<file path="config.mk">
export PLATFORM = sky130hd
export DESIGN_NAME = data_bus_arbiter
export DESIGN_NICKNAME = d
export VERILOG_FILES = /design/src/rtl/data_bus_pkg.sv /design/src/rtl/bus_watchdog.sv /design/src/rtl/data_bus_arbiter.sv
export SDC_FILE = /design/constraint.sdc
export NUM_CORES = 1
export LEC_CHECK = 0
export CORE_AREA = 2 2 64 66
export DETAILED_ROUTE_END_ITERATION = 8
export DIE_AREA = 0 0 66 68
export PLACE_DENSITY = 0.75
export SLEW_MARGIN = 20
export SYNTH_ARGS = -nofsm -noshare
export SYNTH_HDL_FRONTEND = slang
export SYNTH_SLANG_ARGS = --single-unit
</file>
<file path="constraint.sdc">
create_clock -name clk_i -period 1.6 [get_ports clk_i]
set_input_delay 0.16 -clock clk_i [delete_from_list [all_inputs] [get_ports clk_i]]
set_output_delay 0.16 -clock clk_i [all_outputs]
set_load 0.02 [all_outputs]
</file>
<file path="src/rtl/data_bus_pkg.sv">
// Shared constants for the two-master data bus arbiter.
package data_bus_pkg;

  localparam int DBUS_AW = 8;
  localparam int DBUS_DW = 8;

  localparam logic [1:0] ST_IDLE = 2'd0;
  localparam logic [1:0] ST_GNT0 = 2'd1;
  localparam logic [1:0] ST_GNT1 = 2'd2;

endpackage

</file>
<file path="src/rtl/bus_watchdog.sv">
// Ack watchdog: counts stalled strobe cycles of the current owner and
// raises a single-cycle err pulse once TIMEOUT cycles pass without ack.
module bus_watchdog #(
  parameter int TIMEOUT = 16
) (
  input  logic clk_i,
  input  logic rst_ni,
  input  logic granted,
  input  logic owner_stb,
  input  logic ack,
  output logic err_cycle
);

  localparam logic [7:0] WD_LAST = (TIMEOUT > 0) ? 8'(TIMEOUT - 1) : 8'd0;

  logic [7:0] wd_cnt;

  // Timeout fires on the cycle that would be the TIMEOUT-th stall; ack wins a tie.
  always_comb begin
    err_cycle = (TIMEOUT > 0) && granted && owner_stb && !ack && (wd_cnt == WD_LAST);
  end

  // Stall counter; held at zero whenever the watchdog is disabled.
  always_ff @(posedge clk_i or negedge rst_ni) begin
    if (!rst_ni) begin
      wd_cnt <= 8'd0;
    end else if (!granted || ack || !owner_stb || err_cycle || (TIMEOUT == 0)) begin
      wd_cnt <= 8'd0;
    end else begin
      wd_cnt <= wd_cnt + 8'd1;
    end
  end

endmodule

</file>
<file path="src/rtl/data_bus_arbiter.sv">
// Two-master, one-slave Wishbone-classic arbiter for the data memory bus.
//
// state   | meaning
// --------+-------------------------------------------------
// IDLE    | no owner; slave side driven to zero
// GNT0    | master 0 owns the slave until it drops cyc
// GNT1    | master 1 owns the slave until it drops cyc
module data_bus_arbiter
  import data_bus_pkg::*;
#(
  parameter int ROUND_ROBIN = 1,
  parameter int TIMEOUT     = 16
) (
  input  logic               clk_i,
  input  logic               rst_ni,
  input  logic               m0_cyc_i,
  input  logic               m0_stb_i,
  input  logic               m0_we_i,
  input  logic [DBUS_AW-1:0] m0_adr_i,
  input  logic [DBUS_DW-1:0] m0_dat_i,
  output logic [DBUS_DW-1:0] m0_dat_o,
  output logic               m0_ack_o,
  output logic               m0_err_o,
  input  logic               m1_cyc_i,
  input  logic               m1_stb_i,
  input  logic               m1_we_i,
  input  logic [DBUS_AW-1:0] m1_adr_i,
  input  logic [DBUS_DW-1:0] m1_dat_i,
  output logic [DBUS_DW-1:0] m1_dat_o,
  output logic               m1_ack_o,
  output logic               m1_err_o,
  output logic               s_cyc_o,
  output logic               s_stb_o,
  output logic               s_we_o,
  output logic [DBUS_AW-1:0] s_adr_o,
  output logic [DBUS_DW-1:0] s_dat_o,
  input  logic [DBUS_DW-1:0] s_dat_i,
  input  logic               s_ack_i,
  output logic [1:0]         gnt_o
);

  logic [1:0] state;
  logic [1:0] state_nxt;
  logic       last_owner;
  logic       last_owner_nxt;
  logic       gnt0;
  logic       gnt1;
  logic       owner_stb;
  logic       err_cycle;

  // Grant decision: ties from IDLE go to the master that did not own last.
  always_comb begin
    state_nxt      = state;
    last_owner_nxt = last_owner;
    case (state)
      ST_IDLE: begin
        if (m0_cyc_i && m1_cyc_i) begin
          state_nxt = ((ROUND_ROBIN != 0) && (last_owner == 1'b0)) ? ST_GNT1 : ST_GNT0;
        end else if (m0_cyc_i) begin
          state_nxt = ST_GNT0;
        end else if (m1_cyc_i) begin
          state_nxt = ST_GNT1;
        end
      end
      ST_GNT0: begin
        if (!m0_cyc_i) begin
          last_owner_nxt = 1'b0;
          state_nxt      = m1_cyc_i ? ST_GNT1 : ST_IDLE;
        end
      end
      ST_GNT1: begin
        if (!m1_cyc_i) begin
          last_owner_nxt = 1'b1;
          state_nxt      = m0_cyc_i ? ST_GNT0 : ST_IDLE;
        end
      end
      default: state_nxt = ST_IDLE;
    endcase
  end

  // Grant state and round-robin history; last_owner starts at 1 so master 0 wins the first tie.
  always_ff @(posedge clk_i or negedge rst_ni) begin
    if (!rst_ni) begin
      state      <= ST_IDLE;
      last_owner <= 1'b1;
    end else begin
      state      <= state_nxt;
      last_owner <= last_owner_nxt;
    end
  end

  assign gnt0  = (state == ST_GNT0);
  assign gnt1  = (state == ST_GNT1);
  assign gnt_o = {gnt1, gnt0};

  // Slave-side mux; strobe is withheld on the timeout cycle so the slave sees no access.
  always_comb begin
    s_cyc_o   = 1'b0;
    s_stb_o   = 1'b0;
    s_we_o    = 1'b0;
    s_adr_o   = '0;
    s_dat_o   = '0;
    owner_stb = 1'b0;
    if (gnt0) begin
      s_cyc_o   = m0_cyc_i;
      s_stb_o   = m0_stb_i & ~err_cycle;
      s_we_o    = m0_we_i;
      s_adr_o   = m0_adr_i;
      s_dat_o   = m0_dat_i;
      owner_stb = m0_stb_i;
    end else if (gnt1) begin
      s_cyc_o   = m1_cyc_i;
      s_stb_o   = m1_stb_i & ~err_cycle;
      s_we_o    = m1_we_i;
      s_adr_o   = m1_adr_i;
      s_dat_o   = m1_dat_i;
      owner_stb = m1_stb_i;
    end
  end

  // Responses reach only the owner; an ack seen in IDLE is simply dropped.
  always_comb begin
    m0_ack_o = gnt0 & m0_stb_i & s_ack_i;
    m1_ack_o = gnt1 & m1_stb_i & s_ack_i;
    m0_err_o = gnt0 & err_cycle;
    m1_err_o = gnt1 & err_cycle;
    m0_dat_o = s_dat_i;
    m1_dat_o = s_dat_i;
  end

  bus_watchdog #(
    .TIMEOUT(TIMEOUT)
  ) u_watchdog (
    .clk_i    (clk_i),
    .rst_ni   (rst_ni),
    .granted  (gnt0 | gnt1),
    .owner_stb(owner_stb),
    .ack      (s_ack_i),
    .err_cycle(err_cycle)
  );

endmodule

</file>
==> impl_metrics.yaml <==
die:
  start_util_pct: 27.2
  ioPinCount: 90
  dieWidth_um: 66
  core_sq_um: 3860
  row_count: 23
  dieArea_sq_um: 4490
  fp.dieH_um: 68
yosys:
  synth_compound_area_share_pct: 29.4
  yosysTopAreaCell: "dfrtp_1"
  synth_common_cells: "a22o_1 (18), buf_4 (18), dfrtp_1 (10)"
  yosys.area_share.simple_pct: 18.7
  synthArstFlopShare_pct: 100
  synthMuxAreaShare_pct: 1.07
  yosys.area_share.xor_xnor_pct: 0.835
  ys_types: 36
  dominantRegCellSynth: "dfrtp_1"
  syn_area_per_cell_sq_um: 9.28
  synth_top_family_by_area: "compound AO/OA/AOI/OAI gates"
  yosys-top-cells-area: "dfrtp_1 (24%), a22o_1 (15%), buf_4 (13%)"
  synth_edf_count: 0
  synth_seq_cells: 11
  yosys.area_share.adder_pct: 5.97
  syn_nets: 167
  ys_seq_area_share_pct: 26.4
  synth_area_sq_um: 1050
  ys_warn_count: 0
  synthCells: 113
  yosys.area.top_type_share_pct: 23.9
setup_path:
  cp_max_fo: 3
  critPathArrivalTime_ns: 1.74
  crit_path_start_kind: "flop"
  endpoint_kind: "output pin"
  path_class: "reg2out"
  worstPathRequired_ns: 1.44
pwr:
  power_mw: 2.95
  leakagePower_nw: 0.935
  power.density_nw_per_um2: 1410
  vdd_drop_max_mv: 0.684
layout:
  drive_gt1_share_pct: 47.7
  diodes: 0
  area_growth_pct: 99.9
  n_fill_cell: 343
  nets: 250
clock_network:
  root_buffer: "clkbuf_8"
  clock_latency_ns: 0.24
  clockBufferDepth: 2
  path_clk_slew_ns: 0.05
  cts_tree: "done"
  htree_num_levels: 1
  cts_made_buffers: 3
  hold_buffers: 0
  clkSinkCount: 11
global_route:
  grt_pass1_vias: 1283
  grt-ovfl-total: 0
  grt_use_total_pct: 16.5
  grt_max_degree: 18
  antenna_found_initial: 0
  grt_pass1_wl_mm: 5.69
routing:
  drt_pass1_iterations: 4
  avgViaCountPerCell: 4.95
  vias: 1212
  drtIter0Drc: 65
  totalWireLength_mm: 3.61
  final_antenna_net_count: 0
  routedWlPerCell_um: 14.7
  drc_errors: 0
placement:
  post-place-ws_ns: -0.526
  place_hpwl_mm: 2.48
  io_buffer_count: 65
  gp_congestion: 0.859
worst_hold_path:
  hold_class: "in2async"
sta:
  maxSlewViolCount: 0
  setup-violations-final: 27
  period_share_pct: 119
  max_slew_margin_pct: 65.3
  max_freq_mhz: 525
  setup_ws_ns: -0.303
  period_needed_ns: 1.90
  finalHoldViolations: 0
  rsz0062_at_grt: "true"
  finalSetupTns_ns: -3.67
  clock_skew_ns: 0.00753
  tightest_slew_ns: 0.518
run_status:
  outcome: "finished, violations left"
  violations: "setup timing"
job:
  drv_cap: 0
[cells in the final DEF (no fill, tap or decap), drive strengths merged, types with 4 or more instances in the layout]
cell type / synthesis / layout
buf: 20 / 59
or3: 4 / 4
o21ai: 4 / 4
a22o: 18 / 18
dfrtp: 10 / 10
clkdlybuf4s50: 0 / 40
inv: 7 / 7
a31oi: 4 / 4
nand2: 6 / 6
ha: 5 / 5
and3: 4 / 4
clkbuf: 2 / 4
[report_power, final]
group / leakage, nW / total, mW / switching, mW / internal [mW]
Sequential: 0.147 / 0.369 / 0.0412 / 0.327
Clock: 0.0228 / 0.284 / 0.109 / 0.175
Combinational: 0.765 / 2.30 / 1.07 / 1.23
[through the flow]
stage,instances,util [%],hold WS [ns],instance area [sq um]
after floorplan,113,-,-0.136,1060
after global placement,233,47.4,0.320,1830
after detailed placement,233,47.4,0.320,1830
after CTS,245,53.2,0.282,2050
after global routing,245,54.3,0.320,2100
final,245,54.3,0.262,2100
[flip-flops by register name (all words and copies together), names as in the netlist]
| register | count |
|---|---|
| u_watchdog.wd_cnt | 8 |
| state | 2 |
| last_owner | 1 |
[path summary, 6_finish.rpt]
check | endpoint | slack [ns] | start | cells past startpoint
worst max-delay path | s_stb_o | -0.30 | state[0]$_DFFE_PN0P_ | 6
worst min-delay path | u_watchdog.wd_cnt[7]$_DFF_PN0_ | 0.26 | rst_ni | 1
worst max register to register | u_watchdog.wd_cnt[3]$_DFF_PN0_ | -0.09 | state[0]$_DFFE_PN0P_ | 6
worst min register to register | u_watchdog.wd_cnt[0]$_DFF_PN0_ | 0.57 | u_watchdog.wd_cnt[0]$_DFF_PN0_ | 2
max in group asynchronous | last_owner$_DFFE_PN1P_ | 0.98 | rst_ni | 1
min in group clk_i | m0_dat_o[3] | 0.32 | s_dat_i[3] | 0
[kinds of logic after synthesis]
family	Yosys count
compound gates	37
buf+inv	29
simple gates	29
flops	11
fa+ha+maj	5
xor+xnor	1
mux	1
[per-layer routing]
layer,up-vias,GRT usage (%),share of wire [%]
li1,570,-,-
met1,569,17.8,37
met2,59,30.4,54
met3,14,2.63,6.3
met4,0,9.69,2.5
met5,-,0,0
[area by class of cell]
cell class | count | area (sq um) | share of cell area, %
Tap cell | 50 | 62.6 | 2.99
Sequential cell | 11 | 277 | 13.2
Timing Repair Buffer | 100 | 965 | 46.0
Clock buffer | 4 | 45.0 | 2.15
Multi-Input combinational cell | 73 | 718 | 34.3
Inverter | 7 | 28.8 | 1.37
[repair_timing]
item / 4_1_cts / 5_1_grt
gates cloned: 1 / 0
resized for setup: 161 / 16
setup endpoints to repair: 33 / 33
pin swaps: 10 / 7
setup buffers: 7 / 1
[worst max-delay path, cell delays in order, from the launching register on]
cell and delay [ns]:
dfrtp_1 0.43, inv_2 0.14, ha_4 0.19, nand3b_4 0.10, a211oi_4 0.28, a22oi_1 0.16, buf_4 0.19
(Power assumes the default switching activity.)
